--- src/rtl/mem_ctrl_if.sv ---
// mem_ctrl_if: host request/response and RAM-side bus of mem_ctrl; master = host+RAM model, slave = controller
interface mem_ctrl_if;
    logic        req;
    logic        we;
    logic [31:0] addr;
    logic [31:0] wdata;
    logic [31:0] rdata;
    logic        busy;
    logic        done;
    logic        err;
    logic [31:0] mem_addr;
    logic [31:0] mem_din;
    logic [31:0] mem_dout;
    logic        mem_read;
    logic        mem_write;
    modport master (
        output req, we, addr, wdata, mem_dout,
        input  rdata, busy, done, err, mem_addr, mem_din, mem_read, mem_write
    );
    modport slave (
        input  req, we, addr, wdata, mem_dout,
        output rdata, busy, done, err, mem_addr, mem_din, mem_read, mem_write
    );
endinterface

--- src/rtl/mem_ctrl.sv ---
// mem_ctrl: IDLE/SETUP/ACCESS/DONE single-access RAM controller (clk, sync active-high clr, bus: req/we/addr/wdata -> rdata/busy/done/err, mem_addr/mem_din/mem_read/mem_write <- mem_dout); MEM_CTRL_BOUNDS_CHECK_EN enables out-of-range rejection
module mem_ctrl #(
    parameter int WAIT_CYCLES = 2,
    parameter int ADDR_BITS   = 9
) (
    input logic clk,
    input logic clr,
    mem_ctrl_if.slave bus
);
    typedef enum logic [1:0] {IDLE, SETUP, ACCESS, DONE} state_t;
    state_t      state, state_nx;
    logic        we_r;
    logic        err_r;
    logic        oor;
    logic        last;
    logic [3:0]  cnt;
    logic [31:0] rdata_r;
    logic [31:0] addr_r;
    logic [31:0] din_r;
`ifdef MEM_CTRL_BOUNDS_CHECK_EN
    assign oor = |bus.addr[31:ADDR_BITS];
`else
    assign oor = 1'b0;
`endif
    assign last = cnt == 4'(WAIT_CYCLES - 1);
    always_comb begin
        state_nx = state == IDLE   ? (bus.req ? SETUP : IDLE)
                 : state == SETUP  ? (err_r ? DONE : ACCESS)
                 : state == ACCESS ? (last ? DONE : ACCESS)
                 : IDLE;
    end
    always_ff @(posedge clk) begin
        if (clr) state <= IDLE;
        else     state <= state_nx;
    end
    always_ff @(posedge clk) begin
        if (clr) begin
            we_r    <= 1'b0;
            err_r   <= 1'b0;
            cnt     <= 4'd0;
            rdata_r <= 32'd0;
            addr_r  <= 32'd0;
            din_r   <= 32'd0;
        end else begin
            if (state == IDLE && bus.req) begin
                we_r  <= bus.we;
                err_r <= oor;
                if (!oor) begin
                    addr_r <= {{(32-ADDR_BITS){1'b0}}, bus.addr[ADDR_BITS-1:0]};
                    din_r  <= bus.wdata;
                end
            end
            cnt <= state == ACCESS ? cnt + 4'd1 : 4'd0;
            if (state == ACCESS && last && !we_r) rdata_r <= bus.mem_dout;
        end
    end
    assign bus.rdata     = rdata_r;
    assign bus.busy      = state != IDLE;
    assign bus.done      = state == DONE;
    assign bus.err       = err_r && state == DONE;
    assign bus.mem_addr  = addr_r;
    assign bus.mem_din   = din_r;
    assign bus.mem_read  = state == ACCESS && !we_r;
    assign bus.mem_write = state == ACCESS && we_r;
endmodule

--- src/flat_wrapper.sv ---
// flat-port wrapper written by rule: the top's interface ports become plain ports
module mem_ctrl_flat 
#(
    parameter int WAIT_CYCLES = 2,
    parameter int ADDR_BITS   = 9
)
  (clk, clr, bus_req, bus_we, bus_addr, bus_wdata, bus_mem_dout, bus_rdata, bus_busy, bus_done, bus_err, bus_mem_addr, bus_mem_din, bus_mem_read, bus_mem_write);
  mem_ctrl_if bus_i ();
  input logic clk;
  input logic clr;
  input wire logic [$bits(bus_i.req)-1:0] bus_req;
  input wire logic [$bits(bus_i.we)-1:0] bus_we;
  input wire logic [$bits(bus_i.addr)-1:0] bus_addr;
  input wire logic [$bits(bus_i.wdata)-1:0] bus_wdata;
  input wire logic [$bits(bus_i.mem_dout)-1:0] bus_mem_dout;
  output wire logic [$bits(bus_i.rdata)-1:0] bus_rdata;
  output wire logic [$bits(bus_i.busy)-1:0] bus_busy;
  output wire logic [$bits(bus_i.done)-1:0] bus_done;
  output wire logic [$bits(bus_i.err)-1:0] bus_err;
  output wire logic [$bits(bus_i.mem_addr)-1:0] bus_mem_addr;
  output wire logic [$bits(bus_i.mem_din)-1:0] bus_mem_din;
  output wire logic [$bits(bus_i.mem_read)-1:0] bus_mem_read;
  output wire logic [$bits(bus_i.mem_write)-1:0] bus_mem_write;
  assign bus_i.req = bus_req;
  assign bus_i.we = bus_we;
  assign bus_i.addr = bus_addr;
  assign bus_i.wdata = bus_wdata;
  assign bus_i.mem_dout = bus_mem_dout;
  assign bus_rdata = bus_i.rdata;
  assign bus_busy = bus_i.busy;
  assign bus_done = bus_i.done;
  assign bus_err = bus_i.err;
  assign bus_mem_addr = bus_i.mem_addr;
  assign bus_mem_din = bus_i.mem_din;
  assign bus_mem_read = bus_i.mem_read;
  assign bus_mem_write = bus_i.mem_write;
  mem_ctrl #(.WAIT_CYCLES(WAIT_CYCLES), .ADDR_BITS(ADDR_BITS)) u_core (.clk(clk), .clr(clr), .bus(bus_i));
endmodule
--- config.mk ---
export PLATFORM = sky130hd
export DESIGN_NAME = mem_ctrl_flat
export DESIGN_NICKNAME = d
export VERILOG_FILES = /design/src/rtl/mem_ctrl_if.sv /design/src/rtl/mem_ctrl.sv /design/src/flat_wrapper.sv
export SDC_FILE = /design/constraint.sdc
export NUM_CORES = 1
export LEC_CHECK = 0
export BUFFER_PORTS_ARGS = -buffer_cell sky130_fd_sc_hd__buf_2
export CORE_MARGIN = 2
export CORE_UTILIZATION = 35
export DETAILED_ROUTE_END_ITERATION = 10
export PLACE_DENSITY = 0.67
export SYNTH_ARGS = -nofsm -noshare
export SYNTH_HDL_FRONTEND = slang
export SYNTH_SLANG_ARGS = --single-unit
--- constraint.sdc ---
create_clock -name clk -period 1.9 [get_ports clk]
set_input_delay 0.19 -clock clk [delete_from_list [all_inputs] [get_ports clk]]
set_output_delay 0.19 -clock clk [all_outputs]
set_load 0.01 [all_outputs]
==> results_dict.tcl, run 1 <==
set metrics [dict create \
    cp-start-kind "flop" \
    slew-limit-headroom_pct 65.2 \
    ant_nets 0 \
    grt-ovfl-total 0 \
    clkTransAtPathRegs_ns 0.08 \
    swShare_pct 23.0 \
    gp_congestion 0.687 \
    first_global_vias 2468 \
    crit_type "flop to flop" \
    status "completed" \
    cts_setup_buffers 0 \
    worst_pin_slew_ns 0.521 \
    end_kind "flop" \
    grt_pass1_wl_mm 10.8 \
    fmax_mhz 616 \
    netlist-cell-type-count 23 \
    via_per_inst 4.24 \
    slew_violations 0 \
    drc 0 \
    setup_viol 0 \
    dieArea_um2 10600 \
    fillers 942 \
    yosysWarnings 0 \
    avgRoutedWirePerCell_um 10.7 \
    insertedDiodeCount 0 \
    switching_power_uw 827 \
    cap_viol_max_count 0 \
    grt_use_total_pct 13.0 \
    die_h_um 103 \
    syn-instance-count 378 \
    crit_required_ns 2.16 \
    max-vdd-ir-drop_mv 0.388 \
    wl_mm 7.04 \
    dp_cells 645 \
    area_growth_pct 29.4 \
    htreeDepth 3 \
    grt_max_degree 51 \
    leakagePower_uw 0.00204 \
    instances_no_fill 661 \
    critPathArrivalTime_ns 1.89 \
    dp_hpwl_mm 5.00 \
    ys_ff_latch 80 \
    start_util_pct 35.6 \
    postLayoutCoreUtil_pct 46.0 \
    drive_gt1_share_pct 33.5 \
    nets 629 \
    cts_sinks 80 \
    antenna_found_initial 0 \
    hold_buffers 0 \
    totalPowerFinal_uw 3600 \
    hp-class "input port to flop" \
    rsz0062_at_grt "no" \
    cts_resized 0 \
    finalHoldViolCount 0 \
    p_int_uw 2770 \
    vias 2804 \
    min_period_ns 1.62 \
    clockBufferDepth 2 \
    coreArea_um2 9590 \
    combinationalPowerShare_pct 10.4 \
    setup_total_negative_slack_ns 0 \
    period_share_pct 85.4 \
    seqPwrFrac_pct 48.9 \
    p_per_area_nw_per_um2 815 \
    die_w_um 103 \
    cp_max_fo 20 \
    synth_area_um2 3410 \
    clock_latency_ns 0.34 \
    cts_root_buf "clkbuf_8" \
    io_buffer_count 153 \
    clkPwrFrac_pct 40.7 \
    finClkSkew_ns 0.00698 \
    syn_area_per_cell_um2 9.02 \
    cts_tree "built" \
    drt-pass1-iter-count 4 \
    core.rowCount 36 \
    drtIter0Drc 30 \
    cts_inserted_buffers 9 \
    io_pins 201 \
    ys_seq_area_share_pct 47.0 \
]
-- Yosys cell counts, drive strengths merged --
cell | count | share of area [%]
a21oi | 43 | 6.4
and2 | 2 | 0.37
buf | 38 | 8.7
clkbuf | 10 | 1.1
conb | 1 | 0.11
dfxtp | 80 | 47
ha | 6 | 2.2
inv | 4 | 0.44
mux2i | 32 | 9.4
nand2 | 85 | 9.4
nand2b | 65 | 12
nand3 | 1 | 0.15
nand4bb | 1 | 0.81
nor2 | 5 | 1.0
nor2b | 1 | 0.18
nor3b | 1 | 0.22
or3 | 1 | 0.18
xnor2 | 1 | 0.26
xor2 | 1 | 0.26
-- kinds of logic (layout without fill, tap and decap cells) --
family | count (synthesis) | count (layout) | synth area share [%]
flops | 80 | 80 | 47.0
other cells | 1 | 24 | 0.110
fa+ha+maj | 6 | 6 | 2.20
buf+inv | 52 | 179 | 10.2
xor+xnor | 2 | 2 | 0.514
simple gates | 162 | 162 | 24.2
compound gates | 43 | 43 | 6.42
mux | 32 | 32 | 9.39
-- final cells by class --
class                           instances  area, um2  share of cell area, %
Sequential cell                        80       1600                   36.3
Multi-Input combinational cell        269       1550                   35.1
Timing Repair Buffer                  159        848                   19.2
Tap cell                              133        166                   3.77
Clock buffer                           10        128                   2.89
Clock inverter                          6        108                   2.44
Inverter                                4       15.0                  0.340
-- cell usage in the layout (no fill, tap or decap), types with 2 or more instances in the layout --
cell type,Yosys,final
a21oi_1,42,42
and2_1,2,2
buf_12,3,3
buf_2,11,153
buf_4,24,3
bufinv_16,0,3
clkbuf_8,0,9
clkinv_2,0,2
conb_1,1,24
dfxtp_1,80,80
ha_1,6,6
inv_1,4,4
mux2i_1,32,32
nand2_1,85,85
nand2b_1,65,65
nor2_1,4,4
-- per-stage QoR --
| step | hold WS [ns] | instance area [um2] | setup WS, ns |
|---|---|---|---|
| final | 0.0762 | 4410 | 0.277 |
| after global routing | 0.0559 | 4410 | 0.163 |
| after CTS | 0.0493 | 4410 | 0.240 |
| after detailed placement | 0.435 | 4180 | 0.261 |
| after global placement | 0.429 | 4180 | 0.334 |
| after floorplan | 0.326 | 3500 | 0.580 |
-- sequential cells by signal (all words and copies together), names as in the netlist --
signal and count:
u_core.bus.rdata 32, u_core.we_r 1, u_core.bus.mem_din 32, u_core.bus.mem_addr 9
u_core.state 2, u_core.cnt 4
-- layer usage --
metal	global-route usage (%)	vias to the layer above	wire (um)
met5	0	-	0
met4	5.23	0	77
met3	6.31	5	731
met2	20.0	120	3030
met1	15.6	1240	3210
li1	-	1439	-
-- worst paths after layout --
check / start / end / slack, ns / cells past startpoint
setup / recovery: u_core.state[0]$_SDFF_PP0_ / u_core.bus.rdata[15]$_SDFFE_PP0P_ / 0.28 / 6
hold / removal: bus_wdata[21] / u_core.bus.mem_din[21]$_SDFFE_PP0P_ / 0.08 / 3
setup reg to reg: u_core.state[0]$_SDFF_PP0_ / u_core.bus.rdata[15]$_SDFFE_PP0P_ / 0.28 / 6
hold reg to reg: u_core.bus.mem_din[20]$_SDFFE_PP0P_ / u_core.bus.mem_din[20]$_SDFFE_PP0P_ / 0.45 / 2
-- worst max-delay path, cell delays in order, from the launching register on --
cell	delay, ns
dfxtp_1	0.34
inv_1	0.09
ha_1	0.26
nand4bb_4	0.17
nor2_8	0.24
buf_12	0.22
mux2i_1	0.21
-- power by group through the flow --
stage	Sequential, uW	Combinational, uW	Clock (uW)
4_1_cts	1760	379	1530
5_1_grt	1770	421	1610
6_report	1760	373	1460
3_3_place_gp	1800	371	0
3_5_place_dp	1800	378	0
2_1_floorplan	1820	222	0
Note: power is estimated with default switching activity, not from simulation.
==> run 2, diff against run 1 <==
--- a/config.mk
+++ b/config.mk
@@ -7,9 +7,8 @@
 export LEC_CHECK = 0
 export BUFFER_PORTS_ARGS = -buffer_cell sky130_fd_sc_hd__buf_2
 export CORE_MARGIN = 2
-export CORE_UTILIZATION = 35
+export CORE_UTILIZATION = 33
 export DETAILED_ROUTE_END_ITERATION = 10
-export PLACE_DENSITY = 0.67
 export SYNTH_ARGS = -nofsm -noshare
 export SYNTH_HDL_FRONTEND = slang
 export SYNTH_SLANG_ARGS = --single-unit
==> results_dict.tcl, run 2 (same netlist as run 1, synthesis figures left out) <==
set metrics [dict create \
    period_share_pct 85.1 \
    critPathArrivalTime_ns 1.88 \
    antenna_found_initial 0 \
    cts_tree "built" \
    drc 0 \
    dp_hpwl_mm 5.21 \
    drtIter0Drc 185 \
    wl_mm 7.48 \
    dieArea_um2 11200 \
    finalHoldViolCount 0 \
    clkTransAtPathRegs_ns 0.09 \
    layout_commonest_cell "buf_2" \
    finClkSkew_ns 0.0122 \
    vias 2847 \
    final_cell_mix "buf_2 (153), nand2_1 (85), dfxtp_1 (80)" \
    crit_required_ns 2.16 \
    cts_setup_buffers 0 \
    die_w_um 106 \
    clock_latency_ns 0.34 \
    nets 628 \
    reg2reg_from "u_core.state[0]$_SDFF_PP0_" \
    switching_power_uw 852 \
    fmax_mhz 618 \
    gp_congestion 0.732 \
    totalPowerFinal_uw 3440 \
    holdCritStartpoint "bus_wdata[20]" \
    htreeDepth 3 \
    rsz0062_at_grt "no" \
    hold-path-cell-count 3 \
    rr_endpoint "u_core.bus.rdata[14]$_SDFFE_PP0P_" \
    area_growth_pct 28.5 \
    combinationalPowerShare_pct 11.1 \
    drt-pass1-iter-count 4 \
    start_util_pct 33.5 \
    cp-start-kind "flop" \
    io_buffer_count 153 \
    cts_inserted_buffers 9 \
    p_int_uw 2580 \
    insertedDiodeCount 0 \
    hold_buffers 0 \
    min_to "u_core.bus.mem_din[20]$_SDFFE_PP0P_" \
    cts_resized 0 \
    grt_pass1_wl_mm 12.2 \
    avgRoutedWirePerCell_um 11.3 \
    end_kind "flop" \
    status "completed" \
    cp_max_fo 27 \
    leakagePower_uw 0.00202 \
    core.rowCount 37 \
    swShare_pct 24.8 \
    cts_root_buf "clkbuf_8" \
    ant_nets 0 \
    max-vdd-ir-drop_mv 0.324 \
    min_period_ns 1.62 \
    hp-class "input port to flop" \
    clockBufferDepth 2 \
    cts_sinks 80 \
    busiest_layer "met2" \
    cap_viol_max_count 0 \
    first_global_vias 2738 \
    met1_usage_pct 15.8 \
    clkPwrFrac_pct 37.7 \
    seqPwrFrac_pct 51.2 \
    grt_max_degree 110 \
    reg2reg_slack_ns 0.28 \
    slew_violations 0 \
    postLayoutCellArea_um2 4380 \
    met3_usage_pct 5.07 \
    coreArea_um2 10200 \
    placed_area_um2 4180 \
    setup_total_negative_slack_ns 0 \
    crit_type "flop to flop" \
    via_per_inst 4.29 \
    grt-ovfl-total 0 \
    die_h_um 106 \
    grt_use_total_pct 13.4 \
    drive_gt1_share_pct 33.4 \
    io_pins 201 \
    use_met2_pct 21.7 \
    r2r_cells 6 \
    setup_viol 0 \
    crit_start "u_core.state[0]$_SDFF_PP0_" \
    p_per_area_nw_per_um2 784 \
]
## run 2: changes by cell type in the layout (fill, tap and decap cells not counted), sizes merged
cell	delta
inv	+1
bufinv	-2
clkinv	-1
buf	-1
clkbuf	+2
## run 2: worst max-delay path, stage by stage (launching register included)
cell	delay [ns]
dfxtp_1	0.33
inv_1	0.08
ha_1	0.27
nand4bb_4	0.18
nor2_8	0.20
buf_12	0.24
mux2i_1	0.22
## run 2: routing by layer
metal / up-vias / part of all wire (%)
met4: 0 / 1.6
met3: 10 / 9.7
met5: - / 0
met2: 127 / 45
li1: 1436 / -
met1: 1274 / 44
## run 2: cell type report
type	instances	area, um2
Fill cell	1035	5800
Tap cell	136	170
Sequential cell	80	1600
Multi-Input combinational cell	269	1550
Clock inverter	4	51.3
Clock buffer	12	155
Timing Repair Buffer	158	841
Inverter	4	15.0
## run 2: power groups by stage
stage / Sequential [uW] / Combinational [uW] / Clock (uW)
6_report: 1760 / 380 / 1300
5_1_grt: 1770 / 427 / 1430
4_1_cts: 1760 / 383 / 1370
3_5_place_dp: 1800 / 383 / 0
3_3_place_gp: 1800 / 375 / 0
2_1_floorplan: 1820 / 222 / 0
## run 2: how the worst max path moves through the flow
stage	endpoint	slack (ns)	cells after the start
2_1_floorplan	u_core.bus.rdata[10]$_SDFFE_PP0P_	0.58	6
5_1_grt	u_core.bus.rdata[14]$_SDFFE_PP0P_	0.14	6
6_report	u_core.bus.rdata[14]$_SDFFE_PP0P_	0.28	6
3_3_place_gp	u_core.bus.rdata[27]$_SDFFE_PP0P_	0.35	6
4_1_cts	u_core.bus.rdata[30]$_SDFFE_PP0P_	0.25	6
3_5_place_dp	u_core.bus.rdata[30]$_SDFFE_PP0P_	0.28	6
## run 2: through the flow
stage / hold slack [ns] / instances / util (%) / worst slack, ns
finish: 0.0749 / 663 / 43.0 / 0.283
global route: 0.0655 / 663 / 43.0 / 0.145
CTS: 0.0483 / 663 / 43.0 / 0.255
detailed placement: 0.436 / 647 / 41.0 / 0.281
global placement: 0.430 / 647 / 41.0 / 0.348
floorplan: 0.326 / 401 / - / 0.580
==> run 3, diff against run 2 <==
--- a/config.mk
+++ b/config.mk
@@ -9,6 +9,7 @@
 export CORE_MARGIN = 2
 export CORE_UTILIZATION = 33
 export DETAILED_ROUTE_END_ITERATION = 10
+export RECOVER_POWER = 25
 export SYNTH_ARGS = -nofsm -noshare
 export SYNTH_HDL_FRONTEND = slang
 export SYNTH_SLANG_ARGS = --single-unit
==> results_dict.tcl, run 3 (same netlist as run 1, synthesis figures left out) <==
set metrics [dict create \
    status "completed" \
    whs_ns 0.0749 \
    dp_hpwl_mm 5.21 \
    min_period_ns 1.62 \
    core.rowCount 37 \
    setup_viol 0 \
    cp_max_fo 27 \
    die_w_um 106 \
    cp-start-kind "flop" \
    placed_area_um2 4180 \
    period_share_pct 85.2 \
    nets 628 \
    dr_wl_met2_mm 3.35 \
    finClkSkew_ns 0.0124 \
    clkTransAtPathRegs_ns 0.09 \
    avgRoutedWirePerCell_um 11.3 \
    fmax_mhz 618 \
    hp-class "input port to flop" \
    clock_latency_ns 0.34 \
    leakagePower_uw 0.00186 \
    rsz0062_at_grt "no" \
    io_pins 201 \
    final_cell_mix "buf_2 (115), nand2_1 (85), dfxtp_1 (80)" \
    crit_required_ns 2.16 \
    routed.top_layer "met4" \
    hold_buffers 0 \
    grt_max_degree 110 \
    end_kind "flop" \
    die_h_um 106 \
    antenna_found_initial 0 \
    grt_pass1_wl_mm 12.2 \
    drc 0 \
    coreArea_um2 10200 \
    grt_use_total_pct 13.4 \
    insertedDiodeCount 0 \
    io_buffer_count 153 \
    postLayoutCoreUtil_pct 42.6 \
    dieArea_um2 11200 \
    cts_root_buf "clkbuf_8" \
    via_per_inst 4.31 \
    drt-pass1-iter-count 4 \
    layout_commonest_cell "buf_2" \
    start_util_pct 33.5 \
    wl_met1_mm 3.30 \
    crit_type "flop to flop" \
    grt-ovfl-total 0 \
    totalPowerFinal_uw 3430 \
    critPathArrivalTime_ns 1.88 \
    cts_inserted_buffers 9 \
    clockBufferDepth 2 \
    first_global_vias 2738 \
    fillers 1047 \
    wl_mm 7.51 \
    area_growth_pct 27.1 \
    cts_setup_buffers 0 \
    ff_latch_area_um2 1600 \
    setup_total_negative_slack_ns 0 \
    max-vdd-ir-drop_mv 0.326 \
    vias 2859 \
    htreeDepth 3 \
    postLayoutCellArea_um2 4330 \
    slew_violations 0 \
    ant_nets 0 \
    reg2reg_slack_ns 0.28 \
    drtIter0Drc 174 \
    finalHoldViolCount 0 \
    p_per_area_nw_per_um2 792 \
    wl_met3_um 737 \
    cts_resized 0 \
    gp_congestion 0.732 \
    cap_viol_max_count 0 \
    drive_gt1_share_pct 26.2 \
    cts_sinks 80 \
    multi_input_area_um2 1550 \
    cts_tree "built" \
]
-- run 3: cell count changes in the layout (fill, tap and decap cells not counted), sizes merged --
cell	delta
buf	-38
clkbuf	+38
-- run 3: layer usage --
metal  GRT usage [%]  vias up
met5               0        -
met4            6.02        0
met3            5.07       10
met2            21.7      127
met1            15.8     1286
li1                -     1436
-- run 3: path summary, 6_finish.rpt --
check,start,end,depth (start not counted)
setup / recovery,u_core.state[0]$_SDFF_PP0_,u_core.bus.rdata[30]$_SDFFE_PP0P_,6
hold reg to reg,u_core.bus.mem_addr[0]$_SDFFE_PP0P_,u_core.bus.mem_addr[0]$_SDFFE_PP0P_,2
setup reg to reg,u_core.state[0]$_SDFF_PP0_,u_core.bus.rdata[30]$_SDFFE_PP0P_,6
hold / removal,bus_wdata[20],u_core.bus.mem_din[20]$_SDFFE_PP0P_,3
-- run 3: critical path, cell delays in order, from the launching register on --
cell,delay (ns)
dfxtp_1,0.33
inv_1,0.08
ha_1,0.27
nand4bb_4,0.18
nor2_8,0.20
buf_12,0.24
mux2i_1,0.21
-- run 3: where the power goes --
part / switching [uW] / internal [uW] / leakage, uW
clock: 618 / 683 / 0.000103
sequential: 28.8 / 1730 / 0.000651
combinational: 209 / 163 / 0.00111
total: 857 / 2580 / 0.00186
-- run 3: per-stage QoR --
| step | std cells | setup slack [ns] |
|---|---|---|
| 6_report | 663 | 0.282 |
| 5_1_grt | 663 | 0.145 |
| 4_1_cts | 663 | 0.255 |
| 3_5_place_dp | 647 | 0.281 |
| 3_3_place_gp | 647 | 0.348 |
| 2_1_floorplan | 401 | 0.580 |
-- run 3: cell type report --
cell class / instances / area share (%)
sequential: 80 / 37.0
tap: 136 / 3.93
timing repair buffer: 158 / 18.3
clock inverter: 4 / 1.18
clock buffer: 12 / 3.58
inverter: 4 / 0.346
multi-input combinational: 269 / 35.7
